**config.mk**
```make
export PLATFORM = sky130hd
export DESIGN_NAME = present_core
export DESIGN_NICKNAME = d
export VERILOG_FILES = /design/src/rtl/present_pkg.sv /design/src/rtl/present_keysched.sv /design/src/rtl/present_core.sv
export SDC_FILE = /design/constraint.sdc
export NUM_CORES = 1
export LEC_CHECK = 0
export CAP_MARGIN = 5
export CORE_MARGIN = 2
export CORE_UTILIZATION = 24
export DETAILED_ROUTE_END_ITERATION = 16
export GPL_ROUTABILITY_DRIVEN = 0
export PLACE_DENSITY = 0.46
export SYNTH_ARGS = -nofsm -noshare
export SYNTH_HDL_FRONTEND = slang
export SYNTH_SLANG_ARGS = --single-unit
```
**constraint.sdc**
```tcl
create_clock -name clk -period 3.5 [get_ports clk]
set_clock_uncertainty 0.1 [all_clocks]
set_input_delay 0.7 -clock clk [delete_from_list [all_inputs] [get_ports clk]]
set_output_delay 0.7 -clock clk [all_outputs]
set_load 0.02 [all_outputs]
```
**src/rtl/present_pkg.sv**
```systemverilog
// Shared PRESENT definitions: S-box tables, bit-permutation layers, round count and FSM states.
package present_pkg;

  localparam int unsigned NumRounds = 31;

  // Nibble x lives at bits [4*x+3:4*x].
  localparam logic [63:0] SboxTbl    = 64'h21748FE3DA09B65C;
  localparam logic [63:0] InvSboxTbl = 64'hA970364BD21C8FE5;

  typedef enum logic [1:0] {
    StIdle,
    StKeygen,
    StRun,
    StDone
  } fsm_e;

  function automatic logic [3:0] sbox(input logic [3:0] x);
    return SboxTbl[{x, 2'b00} +: 4];
  endfunction

  function automatic logic [3:0] inv_sbox(input logic [3:0] x);
    return InvSboxTbl[{x, 2'b00} +: 4];
  endfunction

  function automatic logic [63:0] sbox_layer(input logic [63:0] s);
    logic [63:0] r;
    r = '0;
    for (int n = 0; n < 16; n++) begin
      r[6'(4 * n) +: 4] = sbox(s[6'(4 * n) +: 4]);
    end
    return r;
  endfunction

  function automatic logic [63:0] inv_sbox_layer(input logic [63:0] s);
    logic [63:0] r;
    r = '0;
    for (int n = 0; n < 16; n++) begin
      r[6'(4 * n) +: 4] = inv_sbox(s[6'(4 * n) +: 4]);
    end
    return r;
  endfunction

  // Bit i moves to 16*(i mod 4) + i/4, which equals 16*i mod 63 with bit 63 fixed.
  function automatic logic [63:0] p_layer(input logic [63:0] s);
    logic [63:0] r;
    r = '0;
    for (int i = 0; i < 64; i++) begin
      r[6'(16 * (i % 4) + i / 4)] = s[i];
    end
    return r;
  endfunction

  function automatic logic [63:0] inv_p_layer(input logic [63:0] s);
    logic [63:0] r;
    r = '0;
    for (int i = 0; i < 64; i++) begin
      r[i] = s[6'(16 * (i % 4) + i / 4)];
    end
    return r;
  endfunction

endpackage

```
**src/rtl/present_keysched.sv**
```systemverilog
// One PRESENT key-schedule step, forward (K_r -> K_r+1) or inverse (K_r+1 -> K_r) for counter rc.
module present_keysched
  import present_pkg::*;
#(
  parameter int unsigned KEY_WIDTH = 80
) (
  input  logic [KEY_WIDTH-1:0] key_i,
  input  logic [4:0]           rc_i,
  input  logic                 inv_i,
  output logic [KEY_WIDTH-1:0] key_o
);

  logic [KEY_WIDTH-1:0] fwd_key;
  logic [KEY_WIDTH-1:0] rev_key;

  if (KEY_WIDTH == 128) begin : gen_k128
    logic [127:0] undo;
    always_comb begin
      fwd_key            = {key_i[66:0], key_i[127:67]};
      fwd_key[127:124]   = sbox(fwd_key[127:124]);
      fwd_key[123:120]   = sbox(fwd_key[123:120]);
      fwd_key[66:62]     = fwd_key[66:62] ^ rc_i;

      undo               = key_i;
      undo[66:62]        = undo[66:62] ^ rc_i;
      undo[127:124]      = inv_sbox(undo[127:124]);
      undo[123:120]      = inv_sbox(undo[123:120]);
      rev_key            = {undo[60:0], undo[127:61]};
    end
  end else begin : gen_k80
    logic [79:0] undo;
    always_comb begin
      fwd_key          = {key_i[18:0], key_i[79:19]};
      fwd_key[79:76]   = sbox(fwd_key[79:76]);
      fwd_key[19:15]   = fwd_key[19:15] ^ rc_i;

      undo             = key_i;
      undo[19:15]      = undo[19:15] ^ rc_i;
      undo[79:76]      = inv_sbox(undo[79:76]);
      rev_key          = {undo[60:0], undo[79:61]};
    end
  end

  assign key_o = inv_i ? rev_key : fwd_key;

endmodule

```
**src/rtl/present_core.sv**
```systemverilog
// Iterative PRESENT block cipher, one round per cycle, with optional decryption via key replay.
module present_core
  import present_pkg::*;
#(
  parameter int unsigned KEY_WIDTH  = 80,
  parameter int unsigned DECRYPT_EN = 1
) (
  input  logic                 clk,
  input  logic                 rst_n,
  input  logic                 in_valid,
  output logic                 in_ready,
  input  logic                 mode,
  input  logic [63:0]          data_in,
  input  logic [KEY_WIDTH-1:0] key_in,
  output logic                 out_valid,
  input  logic                 out_ready,
  output logic [63:0]          data_out,
  output logic                 busy
);

  if (KEY_WIDTH != 80 && KEY_WIDTH != 128) begin : gen_bad_key_width
    $error("present_core: KEY_WIDTH must be 80 or 128");
  end

  localparam logic [5:0] FinalRound = 6'(NumRounds + 1);

  fsm_e                 fsm_q, fsm_d;
  logic [63:0]          state_q, state_d;
  logic [63:0]          dout_q, dout_d;
  logic [KEY_WIDTH-1:0] key_q, key_d, ks_key;
  logic [5:0]           round_q, round_d;
  logic                 dec_q, dec_d;
  logic                 mode_eff;
  logic                 ks_inv;
  logic [4:0]           ks_rc;
  logic [63:0]          key_top;

  assign mode_eff = (DECRYPT_EN != 0) && mode;
  assign key_top  = key_q[KEY_WIDTH-1 -: 64];

  // Inverse steps run on the way out of KEYGEN and during every decrypt round; the counter
  // that produced K_r is r-1, so the inverse uses round-1.
  assign ks_inv = (DECRYPT_EN != 0) &&
                  ((fsm_q == StKeygen && round_q == FinalRound) || (fsm_q == StRun && dec_q));
  assign ks_rc  = ks_inv ? 5'(round_q - 6'd1) : round_q[4:0];

  present_keysched #(
    .KEY_WIDTH(KEY_WIDTH)
  ) u_keysched (
    .key_i(key_q),
    .rc_i (ks_rc),
    .inv_i(ks_inv),
    .key_o(ks_key)
  );

  always_comb begin
    fsm_d   = fsm_q;
    state_d = state_q;
    key_d   = key_q;
    round_d = round_q;
    dec_d   = dec_q;
    dout_d  = dout_q;
    unique case (fsm_q)
      StIdle: begin
        if (in_valid) begin
          state_d = data_in;
          key_d   = key_in;
          round_d = 6'd1;
          dec_d   = mode_eff;
          fsm_d   = mode_eff ? StKeygen : StRun;
        end
      end
      StKeygen: begin
        key_d = ks_key;
        if (round_q == FinalRound) begin
          state_d = state_q ^ key_top;
          round_d = 6'(NumRounds);
          fsm_d   = StRun;
        end else begin
          round_d = round_q + 6'd1;
        end
      end
      StRun: begin
        key_d = ks_key;
        if ((DECRYPT_EN != 0) && dec_q) begin
          state_d = inv_sbox_layer(inv_p_layer(state_q)) ^ key_top;
          round_d = round_q - 6'd1;
          if (round_q == 6'd1) begin
            dout_d = state_d;
            fsm_d  = StDone;
          end
        end else if (round_q == FinalRound) begin
          // Extra cycle for the final whitening with K32.
          dout_d = state_q ^ key_top;
          fsm_d  = StDone;
        end else begin
          state_d = p_layer(sbox_layer(state_q ^ key_top));
          round_d = round_q + 6'd1;
        end
      end
      StDone: begin
        if (out_ready) begin
          fsm_d = StIdle;
        end
      end
      default: fsm_d = StIdle;
    endcase
  end

  always_ff @(posedge clk or negedge rst_n) begin
    if (!rst_n) begin
      fsm_q   <= StIdle;
      state_q <= '0;
      key_q   <= '0;
      round_q <= '0;
      dec_q   <= 1'b0;
      dout_q  <= '0;
    end else begin
      fsm_q   <= fsm_d;
      state_q <= state_d;
      key_q   <= key_d;
      round_q <= round_d;
      dec_q   <= dec_d;
      dout_q  <= dout_d;
    end
  end

  assign in_ready  = (fsm_q == StIdle);
  assign out_valid = (fsm_q == StDone);
  assign busy      = (fsm_q != StIdle);
  assign data_out  = dout_q;

endmodule

```
==> results of run 1 <==
## metrics by stage
stage / hold slack (ns) / utilization [%]
6_report: 0.0811 / 31.9
5_1_grt: 0.127 / 31.9
4_1_cts: 0.130 / 31.9
3_5_place_dp: 0.371 / 30.2
3_3_place_gp: 0.367 / 30.2
2_1_floorplan: 0.304 / -
## registers in the layout, indices dropped and copies added (netlist names)
register  count
round_q       6
dec_q         1
fsm_q         2
state_q      64
data_out     64
key_q        80
## final cells by class
type | instances | area (um^2)
antenna | 1 | 2.50
clock buffer | 44 | 842
clock inverter | 4 | 20.0
fill | 5467 | 35100
inverter | 35 | 131
multi-input combinational | 1060 | 6590
sequential | 217 | 5430
tap | 680 | 851
timing repair buffer | 249 | 2560
## path summary, 6_finish.rpt
kind,from,endpoint,cells after the start
worst max-delay path,fsm_q[0],busy,5
worst min-delay path,rst_n,data_out[9],1
worst max register to register,fsm_q[1],key_q[25],7
worst min register to register,data_out[2],data_out[2],2
max in group asynchronous,rst_n,data_out[19],2
min in group clk,data_out[2],data_out[2],2
## power groups by stage
| stage | Combinational [W] | Sequential, W | Clock [W] |
|---|---|---|---|
| finish | 0.000277 | 0.00251 | 0.00277 |
| global route | 0.000294 | 0.00251 | 0.00293 |
| CTS | 0.000285 | 0.00251 | 0.00284 |
| detailed placement | 0.000284 | 0.00255 | 0 |
| global placement | 0.000287 | 0.00255 | 0 |
| floorplan | 0.00000417 | 0.00256 | 0 |
## cell families after synthesis
family                   synth area share, %
AO/OA/AOI/OAI                           24.5
XOR/XNOR                                6.22
adder cells (fa/ha/maj)                 3.49
buffers and inverters                   4.64
flip-flops                              43.3
multiplexers                            3.11
AND/OR/NAND/NOR                         14.7
## critical path, delay by kind of cell, from the launching register on
kind / cells / cell delay [ns]
flops: 1 / 0.41
buf+inv: 4 / 0.99
fa+ha+maj: 1 / 0.22
## cells in the final DEF (no fill, tap or decap), types with 17 or more instances in the layout
cell type	Yosys	routed
a211o_1	19	19
a21oi_1	28	28
a22oi_1	34	34
a31oi_1	72	72
buf_4	2	22
clkbuf_16	0	29
clkdlybuf4s50_1	0	214
dfrtp_1	217	216
ha_1	35	35
inv_1	34	34
nand2_1	245	244
nor2_1	90	88
nor2b_1	39	39
nor3b_1	17	17
o21a_1	17	17
o21ai_0	168	168
o22ai_1	74	74
o31ai_1	20	20
xnor2_1	65	65
xor2_1	24	24
## routing by layer
layer | track usage [%] | routed length, um
met5 | 0 | 0
met3 | 1.97 | 2400
met4 | 4.48 | 982
met2 | 28.5 | 22800
met1 | 24.4 | 21500
==> flow_metrics.env, run 1 <==
export IMPL_syn_nets=1607
export IMPL_synth_largest_area_cell="dfrtp_1"
export IMPL_power_density_nw_per_um2=338
export IMPL_clockBufferDepth=3
export IMPL_slew_headroom_pct=31.1
export IMPL_totalWireLength_um=47600
export IMPL_crit_type="reg -> out"
export IMPL_finalNonFillerCells=2290
export IMPL_root_buffer="clkbuf_16"
export IMPL_synth_warning_count=0
export IMPL_io_pins=216
export IMPL_drc_errors=0
export IMPL_setup_viol=0
export IMPL_viasPerCell=5.01
export IMPL_wl_per_cell_um=20.8
export IMPL_dr_pass1_iters=5
export IMPL_max_cap_viol_count=0
export IMPL_dpl_instance_area_um2=15600
export IMPL_slew_viol_final=0
export IMPL_worst_setup_path_start_kind="register"
export IMPL_cts_buffers=28
export IMPL_yosysUniqueCellTypes=59
export IMPL_track_usage_pct=17.4
export IMPL_p_leak_nw=6.83
export IMPL_period_share_pct=84.6
export IMPL_synth_area_leaders="dfrtp_1 43%, nand2_1 7.3%, o21ai_0 6.7%"
export IMPL_syn_cell_area_um2=12500
export IMPL_cts_tree="yes"
export IMPL_seqPwrFrac_pct=45.2
export IMPL_grt_start_max_net_pins=129
export IMPL_die_w_um=233
export IMPL_min_path_type="in -> async"
export IMPL_clkSlewWorstSetupHoldPaths_ns=0.06
export IMPL_final_cell_area_um2=16400
export IMPL_power_internal_w=0.00430
export IMPL_outcome="completed"
export IMPL_nNetsFinal=1775
export IMPL_synth_common_cells="245 x nand2_1, 217 x dfrtp_1, 168 x o21ai_0"
export IMPL_netlist_area_leader_share_pct=43.3
export IMPL_rsz0062_at_grt="false"
export IMPL_synthCells=1423
export IMPL_final_hold_viol_count=0
export IMPL_synth_edff_count=0
export IMPL_postSynthAreaPerCell_um2=8.81
export IMPL_cts_repair_resized=0
export IMPL_grt_pass1_vias=11400
export IMPL_fmax_mhz=338
export IMPL_ant_nets=0
export IMPL_start_util_pct=24.3
export IMPL_worstMarginPinSlew_ns=1.03
export IMPL_fin_crit_ns=2.96
export IMPL_required_ns=2.70
export IMPL_cts_htree_levels=1
export IMPL_hpwl_um=34500
export IMPL_dp_cells=2241
export IMPL_vdd_drop_max_v=0.000283
export IMPL_final_setup_tns_ns=0
export IMPL_critical_path_arrival_ns=2.16
export IMPL_vias=11500
export IMPL_drt_iter0_markers=843
export IMPL_clock_latency_ns=0.55
export IMPL_io_buffers=215
export IMPL_core_area_um2=51500
export IMPL_clock_sinks=217
export IMPL_r2r_slack_ns=0.71
export IMPL_combPwrFrac_pct=5.0
export IMPL_ys_seq_elements=217
export IMPL_rows=83
export IMPL_clock_power_share_pct=49.8
export IMPL_dieArea_um2=54100
export IMPL_async_flop_share_pct=100
export IMPL_antenna_found_initial=1
export IMPL_die_y_um=233
export IMPL_cp_cell_sequence="inv_1, ha_1, buf_4, inv_1, clkdlybuf4s50_1"
export IMPL_drive_above_1_share_pct=6.53
export IMPL_synthMostInstantiatedCell="nand2_1"
export IMPL_grt_pass1_wl_um=72300
export IMPL_ys_seq_area_share_pct=43.3
export IMPL_power_w=0.00555
export IMPL_critPathMaxStageDelay_ns=0.62
export IMPL_switchingPower_w=0.00126
export IMPL_postCtsHoldBufs=0
export IMPL_worst_path_max_delay_cell="clkdlybuf4s50_1"
export IMPL_critPathMostFrequentCell="inv_1"
export IMPL_swShare_pct=22.6
export IMPL_ys_flop_type="dfrtp_1"
export IMPL_cp_end_kind="primary output"
export IMPL_area_delta_synth_final_pct=31.1
export IMPL_dpl_worst_slack_ns=0.314
export IMPL_layout_setup_ws_ns=0.539
export IMPL_cts_setup_buffers=0
export IMPL_crit_fanout=11
export IMPL_grt_overflow_total=0
Note: power is estimated with default switching activity, not from simulation.
==> run 2, diff against run 1 <==
clock period = 2.8 ns   (was 3.5 ns; I/O delays follow)
==> flow_metrics.env, run 2 (synthesized netlist as in run 1, its figures left out) <==
export IMPL_critPathMaxStageDelay_ns=0.40
export IMPL_outcome="completed"
export IMPL_dr_pass1_iters=8
export IMPL_start_util_pct=24.3
export IMPL_required_ns=2.14
export IMPL_rsz0062_at_grt="false"
export IMPL_cts_htree_levels=1
export IMPL_rows=83
export IMPL_slew_headroom_pct=38.9
export IMPL_critical_path_arrival_ns=1.91
export IMPL_core_area_um2=51500
export IMPL_wl_per_cell_um=20.7
export IMPL_min_delay_path_depth=2
export IMPL_grt_start_max_net_pins=69
export IMPL_worst_setup_path_start_kind="register"
export IMPL_hold_end="data_out[0]"
export IMPL_rr_worst_depth=7
export IMPL_clock_sinks=217
export IMPL_nNetsFinal=1805
export IMPL_dieArea_um2=54100
export IMPL_finalNonFillerCells=2321
export IMPL_viasPerCell=4.98
export IMPL_die_w_um=233
export IMPL_cp_end_kind="primary output"
export IMPL_max_cap_viol_count=0
export IMPL_drive_above_1_share_pct=8.54
export IMPL_antenna_found_initial=0
export IMPL_hp_start="data_out[0]"
export IMPL_fmax_mhz=389
export IMPL_startpoint="fsm_q[0]"
export IMPL_grt_use_met3_pct=2.24
export IMPL_drc_errors=0
export IMPL_clock_latency_ns=0.57
export IMPL_crit_family="buffers and inverters"
export IMPL_top_register="key_q"
export IMPL_largest_register_ffs=80
export IMPL_layout_commonest_cell="nand2_1"
export IMPL_worstMarginPinSlew_ns=0.916
export IMPL_grt_overflow_total=0
export IMPL_crit_type="reg -> out"
export IMPL_power_density_nw_per_um2=421
export IMPL_io_buffers=215
export IMPL_grt_pass1_vias=11200
export IMPL_vias=11600
export IMPL_period_share_pct=91.8
export IMPL_final_cell_mix="244 x nand2_1, 216 x dfrtp_1, 212 x clkdlybuf4s50_1"
export IMPL_r2r_end="state_q[8]"
export IMPL_final_setup_tns_ns=0
export IMPL_worst_path_max_delay_cell="dfrtp_1"
export IMPL_grt_use_met1_pct=23.8
export IMPL_min_path_type="reg -> reg"
export IMPL_clkSlewWorstSetupHoldPaths_ns=0.06
export IMPL_clockBufferDepth=3
export IMPL_totalWireLength_um=48100
export IMPL_seq_area_um2=5430
export IMPL_crit_fanout=11
export IMPL_cts_tree="yes"
export IMPL_cp_cell_sequence="inv_1, ha_1, buf_4, inv_1, dlygate4sd2_1"
export IMPL_slew_viol_final=0
export IMPL_critPathBufInv=4
export IMPL_dp_cells=2271
export IMPL_vdd_drop_max_v=0.000355
export IMPL_final_hold_viol_count=0
export IMPL_critPathMostFrequentCell="inv_1"
export IMPL_area_delta_synth_final_pct=33.2
export IMPL_root_buffer="clkbuf_16"
export IMPL_busiest_layer="met2"
export IMPL_rr_startpoint="fsm_q[0]"
export IMPL_setup_viol=0
export IMPL_io_pins=216
export IMPL_cts_buffers=27
export IMPL_n_fill_cell=5408
export IMPL_use_met2_pct=29.2
export IMPL_ant_nets=0
export IMPL_grt_pass1_wl_um=71900
export IMPL_die_y_um=233
export IMPL_multiInputGateArea_um2=6590
export IMPL_fin_crit_ns=2.57
export IMPL_r2r_slack_ns=0.23
export IMPL_track_usage_pct=17.4
export IMPL_hpwl_um=35300
export IMPL_p_leak_nw=7.00
export IMPL_drt_iter0_markers=920
==> run 2: cell count changes in the layout (fill, tap and decap cells not counted), sizes merged, moves of 2 or more <==
cell           before  now
buf                35   65
clkbuf             44   39
clkdlybuf4s50     214  212
clkinv              4    6
dlygate4sd2         0    2
==> run 2: worst register-to-register path, delay by kind of cell (launching register included) <==
kind            cells  cell delay (ns)
simple gates        3             1.03
compound gates      2             0.67
flops               1             0.40
fa+ha+maj           1             0.22
buf+inv             1             0.10
==> run 2: worst max path at each step <==
stage,to,cells after the start,slack (ns)
2_1_floorplan,state_q[24],11,0.09
3_3_place_gp,state_q[28],6,0.07
3_5_place_dp,state_q[24],6,0.07
4_1_cts,busy,5,0.19
5_1_grt,state_q[16],6,0.02
6_report,busy,5,0.23
==> run 2: metrics by stage <==
step | power (W) | util [%] | worst slack, ns | area [um^2] | hold slack [ns]
floorplan | 0.00320 | - | 0.0866 | 12500 | 0.164
global placement | 0.00355 | 30.7 | 0.0743 | 15800 | 0.367
detailed placement | 0.00355 | 30.7 | 0.0748 | 15800 | 0.368
CTS | 0.00715 | 32.4 | 0.193 | 16700 | 0.381
global route | 0.00728 | 32.4 | 0.0182 | 16700 | 0.408
finish | 0.00703 | 32.4 | 0.230 | 16700 | 0.373
==> run 2: report_power, final <==
| part | internal, W | switching, W |
|---|---|---|
| combinational | 0.000198 | 0.000150 |
| sequential | 0.00314 | 0 |
| clock | 0.00207 | 0.00147 |
| total | 0.00541 | 0.00162 |
==> run 2: layout make-up <==
cell class	count	share of cell area, %
antenna	1	0.0150
clock buffer	39	4.80
clock inverter	9	0.525
inverter	35	0.787
multi-input combinational	1060	39.4
sequential	217	32.5
tap	680	5.10
timing repair buffer	280	16.8
==> run 2: layer usage <==
metal  wire (um)  up-vias
met5           0        -
met4         821        0
met3        2310       42
met2       23300      314
met1       21700     5732
li1            -     5480
==> run 2: repair_timing <==
item | 4_1_cts | 5_1_grt
hold buffers | 1 | 0
hold endpoints to repair | 35 | 0
buffers inserted | 0 | 0
setup endpoints to repair | 2 | 0
gates resized for setup | 2 | 0
==> run 3, diff against run 2 <==
ABC_CLOCK_PERIOD_IN_PS = 2800   (was unset)
MAX_ROUTING_LAYER = met4   (was unset)
==> flow_metrics.env, run 3 (synthesized netlist as in run 1, its figures left out) <==
export IMPL_outcome="completed"
export IMPL_root_buffer="clkbuf_16"
export IMPL_drc_errors=0
export IMPL_min_path_type="reg -> reg"
export IMPL_wl_per_cell_um=20.7
export IMPL_clock_sinks=217
export IMPL_grt_pass1_vias=11200
export IMPL_setup_viol=0
export IMPL_r2r_slack_ns=0.23
export IMPL_final_setup_tns_ns=0
export IMPL_fmax_mhz=389
export IMPL_critical_path_arrival_ns=1.91
export IMPL_final_cell_area_um2=16700
export IMPL_io_pins=216
export IMPL_worstMarginPinSlew_ns=0.917
export IMPL_rr_worst_depth=7
export IMPL_cp_end_kind="primary output"
export IMPL_nNetsFinal=1805
export IMPL_dpl_instance_area_um2=15800
export IMPL_vdd_drop_max_v=0.000355
export IMPL_clockBufferDepth=3
export IMPL_clkSlewWorstSetupHoldPaths_ns=0.06
export IMPL_rsz0062_at_grt="false"
export IMPL_dr_pass1_iters=5
export IMPL_worst_setup_path_start_kind="register"
export IMPL_die_y_um=233
export IMPL_fin_crit_ns=2.57
export IMPL_totalWireLength_um=48100
export IMPL_area_delta_synth_final_pct=33.2
export IMPL_die_w_um=233
export IMPL_crit_type="reg -> out"
export IMPL_power_internal_w=0.00541
export IMPL_rr_startpoint="fsm_q[0]"
export IMPL_cts_setup_buffers=0
export IMPL_layout_commonest_cell="nand2_1"
export IMPL_viasPerCell=4.97
export IMPL_combPwrFrac_pct=5.0
export IMPL_hp_start="data_out[0]"
export IMPL_final_hold_viol_count=0
export IMPL_core_area_um2=51500
export IMPL_cts_buffers=27
export IMPL_max_cap_viol_count=0
export IMPL_r2r_end="state_q[8]"
export IMPL_power_density_nw_per_um2=420
export IMPL_grt_start_max_net_pins=69
export IMPL_seqPwrFrac_pct=44.7
export IMPL_top_register="key_q"
export IMPL_cts_tree="yes"
export IMPL_crit_fanout=11
export IMPL_hpwl_um=35300
export IMPL_power_w=0.00702
export IMPL_drt_iter0_markers=1057
export IMPL_clock_latency_ns=0.56
export IMPL_track_usage_pct=17.9
export IMPL_slew_viol_final=0
export IMPL_required_ns=2.14
export IMPL_io_buffers=215
export IMPL_period_share_pct=91.9
export IMPL_largest_register_ffs=80
export IMPL_rows=83
export IMPL_hold_end="data_out[0]"
export IMPL_p_leak_nw=7.00
export IMPL_cts_htree_levels=1
export IMPL_min_delay_path_depth=2
export IMPL_clock_power_share_pct=50.3
export IMPL_antenna_found_initial=0
export IMPL_ant_nets=0
export IMPL_final_cell_mix="244 x nand2_1, 216 x dfrtp_1, 212 x clkdlybuf4s50_1"
export IMPL_swShare_pct=22.9
export IMPL_dieArea_um2=54100
export IMPL_start_util_pct=24.3
export IMPL_switchingPower_w=0.00161
export IMPL_grt_overflow_total=0
export IMPL_grt_pass1_wl_um=71800
export IMPL_slew_headroom_pct=38.8
export IMPL_vias=11500
export IMPL_drive_above_1_share_pct=8.54
-- run 3: cell counts in the layout (fill, tap and decap cells not counted) --
No cell type changed its count.
-- run 3: metrics by stage --
stage	instances	utilization [%]	hold slack, ns	worst slack [ns]
final	2321	32.4	0.374	0.228
after global routing	2320	32.4	0.408	0.0182
after CTS	2320	32.4	0.381	0.193
after detailed placement	2271	30.7	0.368	0.0748
after global placement	2271	30.7	0.367	0.0743
after floorplan	1423	-	0.164	0.0866
-- run 3: power by group through the flow --
stage / logic [W] / registers (W) / clock network, W
after floorplan: 0.00000522 / 0.00319 / 0
after global placement: 0.000358 / 0.00319 / 0
after detailed placement: 0.000355 / 0.00319 / 0
after CTS: 0.000357 / 0.00314 / 0.00366
after global routing: 0.000370 / 0.00313 / 0.00377
final: 0.000348 / 0.00314 / 0.00353
-- run 3: worst max-delay path by stage --
stage                     startpoint          end  slack, ns  cells past startpoint
after floorplan           round_q[0]  state_q[24]       0.09                     11
after global placement      in_valid  state_q[28]       0.07                      6
after detailed placement    in_valid  state_q[24]       0.07                      6
after CTS                   fsm_q[0]         busy       0.19                      5
after global routing        fsm_q[0]  state_q[16]       0.02                      6
final                       fsm_q[0]         busy       0.23                      5
-- run 3: layer usage --
metal	track usage [%]	vias up	wire length [um]
li1	-	5492	-
met1	24.1	5704	22000
met2	29.2	296	23200
met3	1.85	41	2040
met4	3.88	0	804
met5	-	-	0
-- run 3: area by class of cell --
cell class | count | area [um^2]
Multi-Input combinational cell | 1060 | 6590
Clock buffer | 39 | 801
Tap cell | 680 | 851
Timing Repair Buffer | 280 | 2810
Inverter | 35 | 131
Antenna cell | 1 | 2.50
Clock inverter | 9 | 87.6
Fill cell | 5408 | 34800
Sequential cell | 217 | 5430
-- run 3: worst max-delay path: stages, from the launching register on --
cell and delay (ns):
dfrtp_1 0.40, inv_1 0.10, ha_1 0.21, buf_4 0.18, inv_1 0.11, dlygate4sd2_1 0.35
-- run 3: repair_timing --
item / in CTS / in global routing
gates resized for setup: 2 / 0
hold endpoints to repair: 35 / 0
hold buffers: 1 / 0
endpoints found under the setup margin: 2 / 0
